$ cat config.mk
export PLATFORM = sky130hd
export DESIGN_NAME = rvtest_monitor_flat
export DESIGN_NICKNAME = d
export VERILOG_FILES = /design/src/rtl/rvtest_monitor_if.sv /design/src/rtl/rvtest_monitor.sv /design/src/flat_wrapper.sv
export SDC_FILE = /design/constraint.sdc
export NUM_CORES = 1
export LEC_CHECK = 0
export ABC_AREA = 1
export CAP_MARGIN = 20
export CELL_PAD_IN_SITES_DETAIL_PLACEMENT = 1
export CELL_PAD_IN_SITES_GLOBAL_PLACEMENT = 1
export CORE_UTILIZATION = 38
export CTS_CLUSTER_SIZE = 25
export DETAILED_ROUTE_END_ITERATION = 8
export PLACE_DENSITY_LB_ADDON = 0.1
export SYNTH_ARGS = -nofsm -noshare
export SYNTH_HDL_FRONTEND = slang
export SYNTH_HIERARCHICAL = 1
export SYNTH_SLANG_ARGS = --single-unit
$ cat constraint.sdc
create_clock -name clk -period 2.3 [get_ports clk]
set_input_delay 0.69 -clock clk [delete_from_list [all_inputs] [get_ports clk]]
set_output_delay 0.69 -clock clk [all_outputs]
set_load 0.05 [all_outputs]
$ cat src/rtl/rvtest_monitor_if.sv
// Bundles the hart-facing status inputs and the monitor result outputs.
// Parameters must match the rvtest_monitor instance using the interface.
//   halted    : per-hart halted indication (bit i = hart i)
//   a0        : per-hart x10 value, hart i at [i*XLEN +: XLEN]
//   core_rst_n: stretched active-low reset to the harts
//   done/pass/fail_mask/fail_code/timeout : test verdict, valid while done
//   cycles    : run cycles counted since core_rst_n release
// Modports: master = harts / environment side, slave = monitor side.
interface rvtest_monitor_if #(
  parameter int NHART = 1,
  parameter int XLEN  = 32,
  parameter int CNT_W = 32
);
  logic [NHART-1:0]      halted;
  logic [NHART*XLEN-1:0] a0;
  logic                  core_rst_n;
  logic                  done;
  logic                  pass;
  logic [NHART-1:0]      fail_mask;
  logic [XLEN-1:0]       fail_code;
  logic                  timeout;
  logic [CNT_W-1:0]      cycles;

  modport master (
    output halted, a0,
    input  core_rst_n, done, pass, fail_mask, fail_code, timeout, cycles
  );

  modport slave (
    input  halted, a0,
    output core_rst_n, done, pass, fail_mask, fail_code, timeout, cycles
  );
endinterface

$ cat src/rtl/rvtest_monitor.sv
// Test-completion monitor for NHART RISC-V harts.
// Holds the harts in reset for RST_CYCLES, then counts run cycles while
// latching each hart's a0 on its first halt. Once every hart has halted the
// captured values are checked (a0 == 0 means pass) and the verdict is frozen
// until rst_n.
// Ports: clk, rst_n (async, active-low), bus (rvtest_monitor_if.slave).
// Optional watchdog: define RVTEST_MONITOR_TIMEOUT_EN to end the run with
// timeout = 1 once cycles reaches TIMEOUT; otherwise timeout is always 0.

// Per-hart sticky halt flag and a0 capture.
module rvtest_hart_cap #(
  parameter int XLEN = 32
) (
  input  logic            clk,
  input  logic            rst_n,
  input  logic            en,
  input  logic            halted,
  input  logic [XLEN-1:0] a0,
  output logic            flag,
  output logic            flag_nxt,
  output logic [XLEN-1:0] cap
);
  // Next-cycle flag value, so halts seen this cycle count toward "all halted".
  assign flag_nxt = flag | (en & halted);

  always_ff @(posedge clk or negedge rst_n) begin
    if (!rst_n) begin
      flag <= 1'b0;
      cap  <= '0;
    end else if (en && halted && !flag) begin
      flag <= 1'b1;
      cap  <= a0;
    end
  end
endmodule

module rvtest_monitor #(
  parameter int NHART      = 1,
  parameter int XLEN       = 32,
  parameter int RST_CYCLES = 2,
  parameter int TIMEOUT    = 100000,
  parameter int CNT_W      = 32
) (
  input logic             clk,
  input logic             rst_n,
  rvtest_monitor_if.slave bus
);
`ifdef RVTEST_MONITOR_TIMEOUT_EN
  localparam bit WD_EN = 1'b1;
`else
  localparam bit WD_EN = 1'b0;
`endif
  localparam logic [CNT_W-1:0] WD_LIMIT = CNT_W'(TIMEOUT);
  localparam logic [7:0]       HOLD_END = 8'(RST_CYCLES - 1);

  typedef enum logic [1:0] {HOLD, RUN, CHECK, DONE} state_t;

  state_t                      state_q, state_d;
  logic [7:0]                  hold_cnt;
  logic [CNT_W-1:0]            cycles_q;
  logic                        done_q, pass_q, tmo_q;
  logic [NHART-1:0]            mask_q;
  logic [XLEN-1:0]             code_q;
  logic [NHART-1:0]            flag, flag_nxt, fail_vec;
  logic [NHART-1:0][XLEN-1:0]  cap;
  logic [XLEN-1:0]             code_sel;
  logic                        run, all_halt, wd_hit;

  assign run = (state_q == RUN);

  for (genvar i = 0; i < NHART; i++) begin : g_hart
    rvtest_hart_cap #(.XLEN(XLEN)) u_cap (
      .clk      (clk),
      .rst_n    (rst_n),
      .en       (run),
      .halted   (bus.halted[i]),
      .a0       (bus.a0[i*XLEN +: XLEN]),
      .flag     (flag[i]),
      .flag_nxt (flag_nxt[i]),
      .cap      (cap[i])
    );
    assign fail_vec[i] = |cap[i];
  end

  assign all_halt = &flag_nxt;
  // Halt completion has priority over the watchdog in the same cycle.
  assign wd_hit   = WD_EN && (cycles_q >= WD_LIMIT);

  // Lowest-index failing hart wins: scan high to low, last hit sticks.
  always_comb begin
    code_sel = '0;
    for (int i = NHART - 1; i >= 0; i--)
      if (fail_vec[i]) code_sel = cap[i];
  end

  always_comb begin
    state_d = state_q;
    case (state_q)
      HOLD:    if (hold_cnt == HOLD_END) state_d = RUN;
      RUN:     if (all_halt) state_d = CHECK;
               else if (wd_hit) state_d = DONE;
      CHECK:   state_d = DONE;
      default: state_d = DONE;
    endcase
  end

  always_ff @(posedge clk or negedge rst_n) begin
    if (!rst_n) begin
      state_q  <= HOLD;
      hold_cnt <= '0;
      cycles_q <= '0;
      done_q   <= 1'b0;
      pass_q   <= 1'b0;
      tmo_q    <= 1'b0;
      mask_q   <= '0;
      code_q   <= '0;
    end else begin
      state_q <= state_d;
      if (state_q == HOLD) hold_cnt <= hold_cnt + 8'd1;
      if (run && cycles_q != '1) cycles_q <= cycles_q + 1'b1;
      if (state_q == CHECK) begin
        done_q <= 1'b1;
        pass_q <= ~|fail_vec;
        mask_q <= fail_vec;
        code_q <= code_sel;
        tmo_q  <= 1'b0;
      end else if (run && state_d == DONE) begin
        // Watchdog exit: harts that never halted are the failures.
        done_q <= 1'b1;
        pass_q <= 1'b0;
        mask_q <= ~flag_nxt;
        code_q <= '0;
        tmo_q  <= 1'b1;
      end
    end
  end

  assign bus.core_rst_n = (state_q != HOLD);
  assign bus.done       = done_q;
  assign bus.pass       = pass_q;
  assign bus.fail_mask  = mask_q;
  assign bus.fail_code  = code_q;
  assign bus.timeout    = tmo_q & WD_EN;
  assign bus.cycles     = cycles_q;
endmodule

$ cat src/flat_wrapper.sv
// flat-port wrapper written by rule: the top's interface ports become plain ports
module rvtest_monitor_flat 
#(
  parameter int NHART      = 1,
  parameter int XLEN       = 32,
  parameter int RST_CYCLES = 2,
  parameter int TIMEOUT    = 100000,
  parameter int CNT_W      = 32
)
  (clk, rst_n, bus_halted, bus_a0, bus_core_rst_n, bus_done, bus_pass, bus_fail_mask, bus_fail_code, bus_timeout, bus_cycles);
  rvtest_monitor_if #(.NHART(NHART), .XLEN(XLEN), .CNT_W(CNT_W)) bus_i ();
  input logic clk;
  input logic rst_n;
  input wire logic [$bits(bus_i.halted)-1:0] bus_halted;
  input wire logic [$bits(bus_i.a0)-1:0] bus_a0;
  output wire logic [$bits(bus_i.core_rst_n)-1:0] bus_core_rst_n;
  output wire logic [$bits(bus_i.done)-1:0] bus_done;
  output wire logic [$bits(bus_i.pass)-1:0] bus_pass;
  output wire logic [$bits(bus_i.fail_mask)-1:0] bus_fail_mask;
  output wire logic [$bits(bus_i.fail_code)-1:0] bus_fail_code;
  output wire logic [$bits(bus_i.timeout)-1:0] bus_timeout;
  output wire logic [$bits(bus_i.cycles)-1:0] bus_cycles;
  assign bus_i.halted = bus_halted;
  assign bus_i.a0 = bus_a0;
  assign bus_core_rst_n = bus_i.core_rst_n;
  assign bus_done = bus_i.done;
  assign bus_pass = bus_i.pass;
  assign bus_fail_mask = bus_i.fail_mask;
  assign bus_fail_code = bus_i.fail_code;
  assign bus_timeout = bus_i.timeout;
  assign bus_cycles = bus_i.cycles;
  rvtest_monitor #(.NHART(NHART), .XLEN(XLEN), .RST_CYCLES(RST_CYCLES), .TIMEOUT(TIMEOUT), .CNT_W(CNT_W)) u_core (.clk(clk), .rst_n(rst_n), .bus(bus_i));
endmodule
==> metrics.txt <==
Max-Cap Viols 0; Critical Path Slowest Stage Cell clkdlybuf4s50_1; synth warn 6; WP buf/inv 1; Avg WL per Cell 16.3 microns; Final ANT Viol Nets 0; Vias/cell 5.05; first-pass GRT wire length 27.0 mm; area grow syn2layout 25.4%; Max Fanout on Critical Path 2; synthesized area per cell 7.81 sq um; GPL Wtd Cong 0.811; Num Clock Sinks 110; CTS buffer count 9; RR Startpoint u_core/bus.cycles[1]; nets 837; hold crit path type in -> async; final setup skew 0.00806 ns; area of the mapped netlist 5490 sq um; Worst VDD drop 344 uV; Non-Filler Instances 984; CP endpoint kind output port; GRT overflow 0; crit path DAT 1.58 ns; DR DRC count 0; clock root cell clkbuf_16; top_reg_cell synth dfrtp_1; core area 14,000 sq um; H-Tree Level Count 3; Setup Crit Path Kind reg -> out; DIE WIDTH 122 microns; setup bufs post-CTS 0; initial antenna violation count 0; Worst Reg2Reg Path Length in Cells 10; layout cells sized above 1 8.46%; Layout Utilization 49.2%; critical-path cell list clkdlybuf4s50_1; IO Count 104; P per Cell Area 532 nW/um^2; Worst Setup Start Kind flop; Die ar. 14,900 sq um; Post-DP HPWL 11.7 mm; Overall Global Routing Usage 23.5%; most numerous cell in the Yosys netlist nand2_1; fin area 6890 sq um; final hold vios 0; register area share after synthesis 50.1%; clk slew on worst S/H paths 0.07 ns; Max Slew Vio Count 0; TritonCTS clock tree yes; final setup TNS 0 ns; Setup-failing EPs final 0; ranking of synthesized cells by area dfrtp_1, nand2_1, nand4_1; Worst-Skew Late Latency 0.36 ns; Post-synth EDFFs 0; Placement Cell Area 6590 sq um; vias post-DR 4,973; vias in the first global route 5,340; largest net degree at the start of global routing 67; CP max stage delay 0.82 ns; syn_nets 741; die span in y 122 microns; async set-reset flop share out of synthesis 100%; RR Endpoint u_core/bus.cycles[11]; min Tclk post-route 2.27 ns; first-pass iteration count of the detailed router 4; Cell variety after synth 31; PortBufs 102; initial DRC count 217; dpl cells 968; Period Utilization, post-route 98.6%; Rows 43; Synth Register Bits 110; Worst-Margin Slew 0.586 ns; Starting Density 39.3%; CTS max path bufs 2; outcome finished clean; slack of the worst reg-to-reg path 0.34 ns; Mapped Cells 703; Rel. slew slack 60.9%; Critical Path RT 1.61 ns; Routed WL 16.0 mm; n_diodes 0; Max Clk Rate 0.441 GHz; Crit path max-delay family buffers and inverters; post-synth top area share 50.1%; RSZ-0062 raised after global routing no; Static Leak 3.31 nW; area leader, netlist dfrtp_1; synth cell count leaders nand2_1, dfrtp_1, nor2_1, inv_1, nand4_1
[cell type report]
type	instances	area, sq um
Fill cell	1733	7100
Sequential cell	110	2750
Multi-Input combinational cell	502	2310
Timing Repair Buffer	112	1060
Inverter	64	245
Clock buffer	11	243
Tap cell	180	225
Clock inverter	5	56.3
[logic make-up (layout without fill, tap and decap cells)]
group           after synthesis  count (layout)  share of synthesized area [%]
simple gates                440             440                           34.6
buf+inv                      91             192                           7.90
xor+xnor                     18              18                           2.87
fa+ha+maj                     3               3                          0.683
other cells                   1               1                         0.0683
flops                       110             110                           50.1
compound gates               40              40                           3.71
[placed cells by master, fill, tap and decap left out, types with 2 or more instances in the layout]
cell and count:
inv_6 2, ha_1 3, clkdlybuf4s50_1 63, nand4_1 45, inv_1 62, nand2_1 292, clkinv_2 2, nand3_1 15
xor2_1 9, nor2_4 2, clkbuf_16 9, dlygate4sd2_1 9, nand2_4 2, dfrtp_1 110, xnor2_1 9, buf_12 3
dlymetal6s2s_1 2, nand3b_1 9, nor2_2 4, nor3_1 2, nor2_1 63, o21ai_0 38, buf_4 35
[per-layer routing]
metal | GRT usage (%) | part of all wire (%) | vias up
met5 | 0 | 0 | -
met4 | 8.31 | 1.8 | 0
met3 | 3.67 | 3.8 | 16
met2 | 40.0 | 50 | 90
met1 | 30.3 | 44 | 2471
li1 | - | - | 2396
[report_power, final]
part	switching (W)	total, W	internal (W)	leakage [nW]
clock network	0.000733	0.00161	0.000876	0.146
logic	0.0000647	0.000124	0.0000593	1.64
registers	0	0.00193	0.00193	1.52
total	0.000797	0.00366	0.00287	3.31
[through the flow]
stage / setup slack [ns] / hold slack, ns / power (W)
floorplan: 0.305 / 0.394 / 0.00199
global placement: 0.273 / 0.452 / 0.00210
detailed placement: 0.257 / 0.460 / 0.00210
CTS: 0.00836 / 0.213 / 0.00372
global route: 0.00231 / 0.231 / 0.00380
finish: 0.0330 / 0.212 / 0.00366
[worst max-delay path by stage]
stage,from,to,slack (ns),cells past startpoint
2_1_floorplan,u_core/bus.cycles[0],u_core/bus.cycles[14],0.30,11
6_report,u_core/bus.fail_code[5],bus_fail_code[5],0.03,1
4_1_cts,u_core/bus.fail_code[16],bus_fail_code[16],0.008,1
3_3_place_gp,u_core/bus.cycles[18],bus_cycles[18],0.27,1
3_5_place_dp,u_core/bus.cycles[18],bus_cycles[18],0.26,1
5_1_grt,u_core/bus.fail_code[17],bus_fail_code[17],0.002,1
[registers in the layout, summed over array words and instances (netlist names)]
register / count
u_core/bus.fail_mask: 1
u_core/bus.done: 1
u_core/hold_cnt: 8
u_core/bus.pass: 1
u_core/bus.fail_code: 32
u_core/g_hart.u_cap/cap: 32
u_core/g_hart.u_cap/flag: 1
u_core/bus.cycles: 32
u_core/state_q: 2
[repair_timing]
item,CTS,global route
gates cloned,0,0
gates resized for setup,9,2
endpoints found under the setup margin,9,2
hold buffers,0,0
No activity file was read; power rests on OpenSTA's default activity.
